--- src/rtl/calc_core.sv ---
// Accumulator calculator core: debounced power/send buttons, five-state control FSM, 16-bit ALU.
// Define CALC_MUL_EN to compile in the 8-cycle shift-add multiplier and its MUL state.
module calc_core #(
    parameter int DB_CYCLES = 500000
) (
    input  logic        clk,
    input  logic        rst,
    input  logic        btn_power,
    input  logic        btn_send,
    input  logic [2:0]  op_selc,
    input  logic [7:0]  operand,
    output logic [15:0] result,
    output logic [3:0]  logger,
    output logic        power_on,
    output logic        result_valid
);
    localparam int DBW = (DB_CYCLES > 1) ? $clog2(DB_CYCLES) : 1;
    localparam logic [DBW-1:0] DB_LAST = DBW'(DB_CYCLES - 1);

    typedef enum logic [2:0] {
        S_OFF  = 3'd0,
        S_IDLE = 3'd1,
        S_EXEC = 3'd2,
        S_MUL  = 3'd3,
        S_DONE = 3'd4
    } state_t;

    state_t         state_r, state_nxt_s;
    logic [1:0]     btn_s, sync1_r, sync2_r, level_r, level_d_r, pulse_s;
    logic [DBW-1:0] db_cnt_r [2];
    logic           power_pulse_s, send_pulse_s;
    logic           load_s, exec_s, kill_s;
    logic [2:0]     op_r;
    logic [7:0]     operand_r;
    logic [15:0]    acc_r, ext_s, exec_acc_s;
    logic [16:0]    sum_s, dif_s;
    logic [3:0]     logger_r, exec_flags_s;
    logic           exec_ovf_s, exec_err_s;
    logic           power_on_r, result_valid_r;

    assign btn_s = {btn_send, btn_power};

    // Synchronize both buttons, then accept a new level only after DB_CYCLES agreeing samples.
    always_ff @(posedge clk or posedge rst) begin
        if (rst) begin
            sync1_r   <= 2'b00;
            sync2_r   <= 2'b00;
            level_r   <= 2'b00;
            level_d_r <= 2'b00;
            for (int i = 0; i < 2; i++) db_cnt_r[i] <= {DBW{1'b0}};
        end else begin
            sync1_r   <= btn_s;
            sync2_r   <= sync1_r;
            level_d_r <= level_r;
            for (int i = 0; i < 2; i++) begin
                if (sync2_r[i] == level_r[i]) begin
                    db_cnt_r[i] <= {DBW{1'b0}};
                end else if (db_cnt_r[i] == DB_LAST) begin
                    level_r[i]  <= sync2_r[i];
                    db_cnt_r[i] <= {DBW{1'b0}};
                end else begin
                    db_cnt_r[i] <= db_cnt_r[i] + {{(DBW-1){1'b0}}, 1'b1};
                end
            end
        end
    end

    assign pulse_s       = level_r & ~level_d_r;
    assign power_pulse_s = pulse_s[0];
    assign send_pulse_s  = pulse_s[1];

`ifdef CALC_MUL_EN
    logic [23:0] mcand_r, prod_r, partial_s, prod_nxt_s;
    logic [7:0]  mplier_r;
    logic [2:0]  mul_cnt_r;
    logic        mul_step_s, mul_last_s, mul_ovf_s;
`endif

    // Control state register.
    always_ff @(posedge clk or posedge rst) begin
        if (rst) state_r <= S_OFF;
        else     state_r <= state_nxt_s;
    end

    // Next-state logic; a power pulse always wins over send.
    always_comb begin
        state_nxt_s = state_r;
        case (state_r)
            S_OFF:  state_nxt_s = power_pulse_s ? S_IDLE : S_OFF;
            S_IDLE: begin
                if (power_pulse_s) begin
                    state_nxt_s = S_OFF;
                end else if (send_pulse_s) begin
`ifdef CALC_MUL_EN
                    state_nxt_s = (op_selc == 3'b110) ? S_MUL : S_EXEC;
`else
                    state_nxt_s = S_EXEC;
`endif
                end else begin
                    state_nxt_s = S_IDLE;
                end
            end
            S_EXEC: state_nxt_s = power_pulse_s ? S_OFF : S_DONE;
`ifdef CALC_MUL_EN
            S_MUL: begin
                if (power_pulse_s)            state_nxt_s = S_OFF;
                else if (mul_cnt_r == 3'd7)   state_nxt_s = S_DONE;
                else                          state_nxt_s = S_MUL;
            end
`endif
            S_DONE: state_nxt_s = power_pulse_s ? S_OFF : S_IDLE;
            default: state_nxt_s = S_OFF;
        endcase
    end

    // Datapath strobes decoded from the current state.
    always_comb begin
        load_s = 1'b0;
        exec_s = 1'b0;
        kill_s = 1'b0;
`ifdef CALC_MUL_EN
        mul_step_s = 1'b0;
`endif
        if ((state_r != S_OFF) && power_pulse_s) begin
            kill_s = 1'b1;
        end else begin
            case (state_r)
                S_IDLE: load_s = send_pulse_s;
                S_EXEC: exec_s = 1'b1;
`ifdef CALC_MUL_EN
                S_MUL:  mul_step_s = 1'b1;
`endif
                default: load_s = 1'b0;
            endcase
        end
    end

    // Single-cycle ALU operating on the latched op and sign-extended operand.
    always_comb begin
        ext_s      = {{8{operand_r[7]}}, operand_r};
        sum_s      = {acc_r[15], acc_r} + {ext_s[15], ext_s};
        dif_s      = {acc_r[15], acc_r} - {ext_s[15], ext_s};
        exec_acc_s = acc_r;
        exec_ovf_s = 1'b0;
        exec_err_s = 1'b0;
        case (op_r)
            3'b000: begin exec_acc_s = sum_s[15:0]; exec_ovf_s = sum_s[16] ^ sum_s[15]; end
            3'b001: begin exec_acc_s = dif_s[15:0]; exec_ovf_s = dif_s[16] ^ dif_s[15]; end
            3'b010: exec_acc_s = acc_r & ext_s;
            3'b011: exec_acc_s = acc_r | ext_s;
            3'b100: exec_acc_s = acc_r ^ ext_s;
            3'b101: begin exec_acc_s = 16'd0 - acc_r; exec_ovf_s = (acc_r == 16'h8000); end
            3'b111: exec_acc_s = 16'd0;
            default: exec_err_s = 1'b1;
        endcase
        exec_flags_s = {exec_ovf_s, (exec_acc_s == 16'd0), exec_acc_s[15], exec_err_s};
    end

`ifdef CALC_MUL_EN
    // Signed shift-add: bit 7 of the multiplier carries negative weight, so its step subtracts.
    always_comb begin
        partial_s  = mplier_r[0] ? mcand_r : 24'd0;
        prod_nxt_s = (mul_cnt_r == 3'd7) ? (prod_r - partial_s) : (prod_r + partial_s);
        mul_last_s = mul_step_s && (mul_cnt_r == 3'd7);
        mul_ovf_s  = (prod_nxt_s[23:15] != 9'h000) && (prod_nxt_s[23:15] != 9'h1FF);
    end

    // Multiplier working registers, loaded on send and stepped once per MUL cycle.
    always_ff @(posedge clk or posedge rst) begin
        if (rst) begin
            mcand_r   <= 24'd0;
            mplier_r  <= 8'd0;
            prod_r    <= 24'd0;
            mul_cnt_r <= 3'd0;
        end else if (load_s) begin
            mcand_r   <= {{8{acc_r[15]}}, acc_r};
            mplier_r  <= operand;
            prod_r    <= 24'd0;
            mul_cnt_r <= 3'd0;
        end else if (mul_step_s) begin
            mcand_r   <= {mcand_r[22:0], 1'b0};
            mplier_r  <= {1'b0, mplier_r[7:1]};
            prod_r    <= prod_nxt_s;
            mul_cnt_r <= mul_cnt_r + 3'd1;
        end else begin
            mul_cnt_r <= mul_cnt_r;
        end
    end
`endif

    // Accumulator, flags, operand latch and registered status outputs.
    always_ff @(posedge clk or posedge rst) begin
        if (rst) begin
            acc_r          <= 16'd0;
            logger_r       <= 4'd0;
            op_r           <= 3'd0;
            operand_r      <= 8'd0;
            power_on_r     <= 1'b0;
            result_valid_r <= 1'b0;
        end else begin
            if (kill_s) begin
                acc_r    <= 16'd0;
                logger_r <= 4'd0;
            end else if (exec_s) begin
                acc_r    <= exec_acc_s;
                logger_r <= exec_flags_s;
`ifdef CALC_MUL_EN
            end else if (mul_last_s) begin
                acc_r    <= prod_nxt_s[15:0];
                logger_r <= {mul_ovf_s, (prod_nxt_s[15:0] == 16'd0), prod_nxt_s[15], 1'b0};
`endif
            end else begin
                acc_r    <= acc_r;
            end
            if (load_s) begin
                op_r      <= op_selc;
                operand_r <= operand;
            end
            power_on_r     <= (state_nxt_s != S_OFF);
            result_valid_r <= (state_nxt_s == S_DONE);
        end
    end

    assign result       = acc_r;
    assign logger       = logger_r;
    assign power_on     = power_on_r;
    assign result_valid = result_valid_r;

endmodule

--- config.mk ---
export PLATFORM = sky130hd
export DESIGN_NAME = calc_core
export DESIGN_NICKNAME = d
export VERILOG_FILES = /design/src/rtl/calc_core.sv
export SDC_FILE = /design/constraint.sdc
export NUM_CORES = 1
export LEC_CHECK = 0
export ABC_AREA = 1
export BUFFER_PORTS_ARGS = -buffer_cell sky130_fd_sc_hd__buf_2
export CAP_MARGIN = 20
export CORE_MARGIN = 5
export CORE_UTILIZATION = 27
export CTS_BUF_LIST = sky130_fd_sc_hd__clkbuf_8
export DETAILED_ROUTE_END_ITERATION = 6
export PLACE_DENSITY = 0.48
export SLEW_MARGIN = 20
export SYNTH_ARGS = -nofsm -noshare
export SYNTH_HDL_FRONTEND = slang
export SYNTH_SLANG_ARGS = --single-unit
--- constraint.sdc ---
create_clock -name clk -period 2.6 [get_ports clk]
set_clock_uncertainty 0.05 [all_clocks]
set_input_delay 0.52 -clock clk [delete_from_list [all_inputs] [get_ports clk]]
set_output_delay 0.52 -clock clk [all_outputs]
set_load 0.01 [all_outputs]
==> impl.org, run 1 <==
** Floorplan
- Core footprint :: 24200 um^2
- Floorplan die area :: 27700 um^2
- From left edge to right edge, the die measures 166 um.
- Once the floorplan was initialized, standard cells occupied 27.3% of the core.
- Pin placement for this block handled 37 I/O pins.
- Chip height :: 166 um
- Number of rows in the core area :: 57

** GRT
- Number of antenna violations at the first check in global routing :: 1
- Wire length of the first global-routing pass :: 33500 um
- Global Route Usage Sum :: between 10 and 15%
- Entering global routing, the biggest net connects 32 pins.
- Via count of the first global-routing pass :: approximately 6500
- Sum of overflow across all layers after global routing :: 0

** Power and ir drop
- Total power density per cell area :: 272 nW/um^2
- VDD sags by at most around 0.00023 V.
- Leakage power of the design :: 0.00410 uW

** Cells and area
- Non-Filler Cell Area, Final :: 7880 um^2
- Final Core Density :: 32.6%
- For this run, the post-layout net count is approximately 1200.
- Cells with a size suffix above 1 make up 14.9% of the layout.
- The finished layout holds 1414 standard cells, fillers aside.
- The number of antenna diodes in the final layout is 0.
- Compared with the post-synthesis result, the final layout area differs by 19.5%.

** Timing
- The final hold violation count came to 0.
- At the pin with the least slew margin, the transition time is roughly 0.69 ns.
- In the final timing run, aggregate negative setup slack is 0 ns.
- Maximum operating frequency :: 400 MHz
- Counting I/O delays and the setup requirement, the final critical path takes 2.50 ns.
- Pins Over Slew Limit :: 0
- Final setup violating endpoints :: 0
- Share of the cycle needed by the critical path after routing :: 96.1%
- Worst slew margin :: 54.2%
- Worst Hold Slack :: roughly 0.22 ns
- Setup repair after global routing could not meet its margin everywhere.

** Drt
- Before antenna repair, the detailed router went through 5 iterations.
- After detailed routing, no signal wire sits above met5.
- Mean number of vias per cell :: 4.69
- Iter 0 DRT Violations :: 388
- Wires add up to roughly 21000 um.
- In the final routed layout, each cell accounts on average for 14.7 um.
- Detailed-routed wire length on met3 :: 625 um
- The detailed router put a total of 10000 um of wire on met1.
- Detailed routing placed a total of about 9700 um of wire on met2.
- Antenna viol nets, final :: 0
- The final route contains 6627 vias.
- In the routed design, unresolved DRC markers number 0.

** Clock network
- Number of buffers on the longest clock path :: 2
- Clock tree synthesis selected as its root buffer the cell clkbuf_8.
- Total clock buffers created by CTS :: 9
- Clock-pin slew was measured on the worst setup and hold paths at 0.09 ns.
- Total setup buffers inserted after CTS :: 0
- The later pin in the worst-skew pair is clocked with a latency of 0.35 ns.
- Hold repair after CTS inserted 0 buffers.
- Clock tree synthesis found a total of 81 sinks.
- TritonCTS built the clock tree.
- Number of H-tree branching levels :: 3

** Synth
- Counting distinct cell types in the post-synthesis netlist gives 39.
- Sequential elements use 30.7% of the synthesized area.
- After technology mapping, the gate count stands at 993.
- Average cell area after synthesis :: between 6 and 7 um^2
- Netlist area before placement :: roughly 6600 um^2
- The synthesized design contains 81 register bits.
- Count of synthesis-stage warnings from yosys :: 0
- Among all flip-flop cells after synthesis, the most frequent one is dfrtp_1.
- Number of enable-type register cells in the synthesized netlist :: 0
- In the synthesized netlist the async set-or-reset flop fraction comes to 100%.
- Synthesized Nets :: around 1100

** Place
- In this run, placement finished with an instance count of 1398.
- Once detailed placement completed, the half-perimeter wirelength came to 16900 um.
- During placement, the flow inserted port buffers numbering 36.
- The placed instances occupy a cell area of 7600 um^2.
- The congestion estimate from routability-driven global placement came to 0.919.

** Worst hold path
- Class of the tightest hold or removal check :: input pin to asynchronous set/reset pin

** Worst setup path
- The worst setup path is captured at a flip-flop.
- Crit path required time :: 2.85 ns
- STA classifies the critical path startpoint as a flip-flop.
- Along the worst path, the maximum fanout reaches 4.
- Startpoint-to-endpoint class of the critical path :: flip-flop to flip-flop
- Worst endpoint data arrival time :: 2.75 ns

** Status
- Result of the run :: finished, final reports clean

** Job
- Maxcap violations :: 0
final timing paths:
check | end | cells after the start | slack, ns | startpoint
max reg2reg | logger[2] | 19 | 0.10 | result[0]
min in group clk | sync1_r[1] | 1 | 0.23 | btn_send
min reg2reg | sync2_r[0] | 0 | 0.30 | sync1_r[0]
max in group asynchronous | db_cnt_r[11] | 3 | 1.69 | rst
min | db_cnt_r[21] | 2 | 0.22 | rst
max | logger[2] | 19 | 0.10 | result[0]
flip-flops by register name (all words and copies together), names as in the netlist, 2 cells and up:
name and count:
db_cnt_r 38, result 15, operand_r 8, logger 4
op_r 3, state_r 3, level_d_r 2, level_r 2
sync1_r 2, sync2_r 2
area by class of cell:
type / count / area, um^2
multi-input cells: 738 / 4000
flip-flops and latches: 81 / 2030
fillers: 2641 / 16300
repair buffers: 105 / 723
clock buffers: 9 / 124
clock inverters: 7 / 40.0
well taps: 324 / 405
inverters: 150 / 567
synthesized netlist by cell type, types with 3 or more instances:
| cell | count | area, um^2 |
|---|---|---|
| o21a_1 | 3 | 22.5 |
| nand2_2 | 3 | 18.8 |
| clkbuf_1 | 5 | 18.8 |
| o22ai_1 | 16 | 100 |
| a21oi_1 | 49 | 245 |
| o221ai_1 | 3 | 26.3 |
| nand2_1 | 232 | 871 |
| nor3b_1 | 6 | 45.0 |
| inv_1 | 149 | 559 |
| xor2_1 | 9 | 78.8 |
| nand3_1 | 104 | 521 |
| nor2_1 | 130 | 488 |
| o21ai_0 | 45 | 225 |
| nor3_1 | 23 | 115 |
| a211oi_1 | 6 | 45.0 |
| ha_1 | 54 | 676 |
| o21bai_1 | 3 | 22.5 |
| nor2_2 | 3 | 18.8 |
| dfrtp_1 | 81 | 2030 |
| buf_2 | 16 | 80.1 |
| nand4_1 | 20 | 125 |
| nor4_1 | 9 | 56.3 |
per-stage QoR:
stage	total power [uW]	setup WS, ns
after detailed placement	1380	0.0142
after CTS	2190	0.00934
after global placement	1380	0.00339
final	2140	0.101
after global routing	2250	-0.0880
after floorplan	1340	0.0296
cell usage in the layout, fill, tap and decap left out, types with 4 or more instances in the layout:
| master | synthesis | layout |
|---|---|---|
| nor2_1 | 130 | 125 |
| nor3b_1 | 6 | 6 |
| o21ai_0 | 45 | 43 |
| nor3_1 | 23 | 21 |
| a21oi_1 | 49 | 46 |
| xor2_1 | 9 | 9 |
| clkinvlp_4 | 0 | 4 |
| inv_1 | 149 | 147 |
| buf_2 | 16 | 36 |
| nand2_1 | 232 | 228 |
| nor2_2 | 3 | 8 |
| a211oi_1 | 6 | 6 |
| dfrtp_1 | 81 | 80 |
| inv_2 | 1 | 4 |
| nand4_1 | 20 | 20 |
| nor4_1 | 9 | 8 |
| clkbuf_8 | 0 | 9 |
| ha_2 | 0 | 6 |
| nand2_2 | 3 | 7 |
| o22ai_1 | 16 | 16 |
| buf_4 | 2 | 67 |
| nand3_1 | 104 | 102 |
| ha_1 | 54 | 46 |
power breakdown:
| part | leakage, uW | total [uW] | switching, uW | internal [uW] |
|---|---|---|---|---|
| Sequential | 0.00106 | 1280 | 6.98 | 1270 |
| Clock | 0.0000836 | 793 | 457 | 336 |
| Combinational | 0.00296 | 73.4 | 48.5 | 24.9 |
routing by layer:
layer | up-vias | GRT usage [%]
li1 | 3405 | -
met1 | 3061 | 20.0
met2 | 130 | 24.9
met3 | 29 | 1.31
met4 | 2 | 4.84
met5 | - | 0
critical path: stages (launching register included):
cell     delay (ns)
dfrtp_2        0.45
inv_2          0.07
ha_1           0.15
inv_2          0.06
fa_2           0.35
nand2_1        0.09
nand2_2        0.08
nand2_1        0.07
nand2_1        0.05
nand3_1        0.09
nand2_1        0.05
nor2_1         0.12
nand3_1        0.11
nor2_1         0.09
nand3_1        0.09
nor2_2         0.18
nand3_1        0.09
nor2_1         0.09
nand3_1        0.07
nand2_1        0.06
what timing repair did:
item                                    CTS  global route
pin swaps                                 0             3
gates resized for setup                   1            35
endpoints found under the setup margin    2             6
kinds of logic after synthesis:
family | count (synthesis) | share of synthesized area, %
compound gates | 134 | 11.4
xor+xnor | 11 | 1.46
flops | 81 | 30.7
fa+ha+maj | 56 | 10.8
simple gates | 537 | 35.1
buf+inv | 174 | 10.4
Note: power is estimated with default switching activity, not from simulation.
==> inputs of run 2 (changes only) <==
==> constraint.sdc (replaced) <==
create_clock -name clk -period 2.6 [get_ports clk]
set_clock_uncertainty 0.05 [all_clocks]
set_input_delay 0.39 -clock clk [delete_from_list [all_inputs] [get_ports clk]]
set_output_delay 0.39 -clock clk [all_outputs]
set_load 0.01 [all_outputs]
==> run 2 against run 1 <==
Final cell count down 0.57%; critical path depth down 3; via count down 0.41%.
==> impl.org, run 2 (synthesis results as in run 1) <==
** Timing
- Pins Over Slew Limit :: 0 (unchanged)
- The final hold violation count was 0 (unchanged).
- Final setup violating endpoints :: 0 (unchanged)
- Worst slew margin :: 58.4% (+4.2 points)
- Minimum setup slack in the final design :: 0.108 ns (+0.00652 ns)
- Setup repair after global routing could not meet its margin everywhere.
- Post-layout min period :: 2.49 ns (-0.00652 ns)
- Transition time at the pin with the least slew margin :: 0.624 ns (-0.0619 ns)
- The highest clock frequency the design can meet came to 401 MHz (+0.26%).
- Share of the cycle needed by the critical path after routing :: 95.8% (-0.25 points)
- The setup TNS after final layout came to 0 ns (unchanged).
- The minimum hold slack came to 0.0271 ns (-0.193 ns).

** Cells and area
- The final cell count without fillers is 1406 (-0.57%).
- Fraction of layout instances using a drive strength above 1 :: 15.2% (+0.29 points)
- The number of nets in the final layout came to 1148 (-0.69%).
- The count of inserted antenna diode cells is 0 (unchanged).
- Leaving out fill and tap cells, the most frequent cell in the layout is nand2_1.
- Top library cells by usage in the layout, fill and taps aside :: nand2_1 (224), inv_1 (143), nor2_1 (125)
- Largest Register :: db_cnt_r
- Non-Filler Cell Area, Final :: 7900 um^2 (+0.19%)
- Area added between synthesis and finish :: 19.7%
- The number of inserted filler cells in the final layout is 2628 (-0.49%).
- The flip-flop count of the largest register after layout is 38 (unchanged).

** Drt
- Count of unresolved DRC violations after routing :: 0 (unchanged)
- The wire length after detailed routing was 20400 um (-2.1%).
- Mean number of vias per cell :: 4.69 (+0.16%)
- The total vias in the final route came to 6600 (-0.41%).
- Detailed-router iteration count before antenna repair :: 5 (unchanged)
- Iter 0 DRT Violations :: 418 (+7.7%)
- Drt wl/cell :: 14.5 um (-1.6%)
- The antenna violation net count after detailed routing came to 0 (unchanged).

** Worst setup path
- Cells along the critical path :: inv_2 -> buf_4 -> ha_1 -> inv_1 -> nand2_1 -> nor4_1 -> nand2_1 -> nand2_1 -> nand2_1 -> nand3_1 -> nand3_1 -> nand2_1 -> nand3_1 -> nor2_1 -> nand3_1 -> nand2_1
- The path depth of the worst reg2reg path is 16 (-3).
- The critical-path maximum fanout is 4 (unchanged).
- Setup slack, reg-to-reg :: 0.11 ns (about the same)
- Worst path buffer plus inverter count :: 3 (+1)
- Startpoint-to-endpoint class of the critical path :: flip-flop to flip-flop
- The stage delay of the slowest cell on the critical path is 0.38 ns (-0.07 ns).
- The worst endpoint data arrival time is 2.76 ns (about the same).
- The cell family contributing the most delay on the critical path is simple AND/OR/NAND/NOR gates.
- Cell repeated most along the worst path :: nand2_1
- Type of origin of the critical path :: flip-flop
- The worst setup path is captured at a flip-flop.
- The endpoint identified for the worst register-to-register timing path is logger[2].
- In this run the critical register-to-register path is launched from operand_r[7].
- Slowest stage cell on the critical path :: dfrtp_1
- Crit path required time :: 2.86 ns (about the same)

** Floorplan
- Floorplan die area :: 27700 um^2 (unchanged)
- Starting Density :: 27.3% (unchanged)
- Chip height :: 166 um (unchanged)
- Core footprint :: 24200 um^2 (unchanged)
- DIE WIDTH :: 166 um (unchanged)
- Boundary Pins :: 37 (unchanged)
- Number of rows in the core area :: 57 (unchanged)

** Clock network
- Number of H-tree branching levels :: 3 (unchanged)
- The post-CTS setup-driven buffer insertion count is 0 (unchanged).
- The clock sink count came to 81 (unchanged).
- Count of hold-fix buffers inserted at cts :: 0 (unchanged)
- The clock slew at the register clock pins of the worst setup and hold paths is 0.09 ns (about the same).
- The cell sitting at the root of the clock tree is a clkbuf_8.
- Clock latency on the worst-skew pair :: 0.37 ns (+0.02 ns)
- The number of buffers created by CTS was 9 (unchanged).
- TritonCTS clock tree :: yes
- Number of buffers on the longest clock path :: 2 (unchanged)

** Power and ir drop
- Leakage power of the design :: 0.00409 uW (-0.28%)
- P_sw :: 534 uW (+4.3%)
- Total power density per cell area :: 316 nW/um^2 (+16%)
- The share of total power in sequential cells came to 51.1% (-8.5 points).
- Clock network fraction of design power :: 46.0% (+9.0 points)
- Proportion of power drawn by combinational gates :: 2.9% (-0.5 points)
- Pint :: 1960 uW (+20%)
- Sw frac :: 21.4% (-2.5 points)
- The worst vdd rail ir drop was 0.000302 V (+31%).

** Place
- PortBufs :: 36 (unchanged)
- Final HPWL from detailed placement :: 16700 um (-1.1%)
- The worst slack at placement was -0.0408 ns (-0.0550 ns).
- The post-placement cell area came to 7530 um^2 (-0.99%).
- The placer congestion estimate is 0.918 (about the same).
- The placed instance count is 1390 (-0.57%).

** GRT
- The pin count of the biggest net entering global routing came to 36 (+13%).
- Via count of the first global-routing pass :: 6309 (-3.3%)
- Number of antenna violations at the first check in global routing :: 0 (-1)
- Wire length of the first global-routing pass :: 32400 um (-3.1%)
- Global Route Usage Sum :: 14.4% (-0.34 points)
- The residual overflow from global routing came to 0 (unchanged).

** Job
- Maxcap violations :: 0 (unchanged)

** Worst hold path
- Class of the tightest hold or removal check :: input pin to asynchronous set/reset pin

** Status
- Result of the run :: finished, final reports clean
[run 2: cell count changes in the layout (fill, tap and decap cells not counted), moves of 3 or more]
cell / previous run / this run
buf_4: 67 / 59
nand2_2: 7 / 11
nand2_1: 228 / 224
bufinv_16: 0 / 3
clkinvlp_4: 4 / 0
ha_2: 6 / 9
inv_1: 147 / 143
[run 2: metal layers]
metal	vias up	global-route usage, %	part of all wire [%]
li1	3393	-	-
met1	3023	19.3	48
met2	146	23.8	46
met3	38	1.88	3.7
met4	0	5.55	2.8
met5	-	0	0
[run 2: metrics by stage]
step / utilization, % / power, uW
after floorplan: - / 1340
after global placement: 31.1 / 1380
after detailed placement: 31.1 / 1380
after CTS: 32.2 / 2550
after global routing: 32.7 / 2610
final: 32.7 / 2500
[run 2: final cells by class]
class | instances | area [um^2] | share of cell area, %
multi-input cells | 738 | 3990 | 50.5
flip-flops and latches | 81 | 2030 | 25.7
repair buffers | 97 | 658 | 8.33
inverters | 150 | 564 | 7.15
well taps | 324 | 405 | 5.13
clock buffers | 10 | 138 | 1.74
clock inverters | 6 | 113 | 1.43
[run 2: power by group through the flow]
stage	Sequential [uW]	Combinational, uW	Clock, uW
after detailed placement	1300	76.5	0
final	1280	72.4	1150
after global placement	1300	74.9	0
after CTS	1280	76.6	1190
after floorplan	1300	40.4	0
after global routing	1280	86.4	1250
[run 2: worst reg2reg max path, delay by kind of cell (launching register included)]
family | cells | cell delay (ns)
and+or+nand+nor | 12 | 1.30
buffers and inverters | 3 | 0.39
DFF | 1 | 0.38
adders and majority gates | 1 | 0.33
[run 2: timing repair]
action,in CTS,in global routing
endpoints found under the setup margin,2,6
pin swaps,0,2
resized for setup,3,44
[run 2: worst max path at each step]
stage / cells after the start / start / to
global placement: 14 / operand_r[7] / result[14]
CTS: 15 / result[14] / logger[2]
floorplan: 17 / operand_r[7] / logger[2]
global route: 16 / operand_r[7] / logger[2]
finish: 16 / operand_r[7] / logger[2]
detailed placement: 14 / operand_r[7] / result[14]
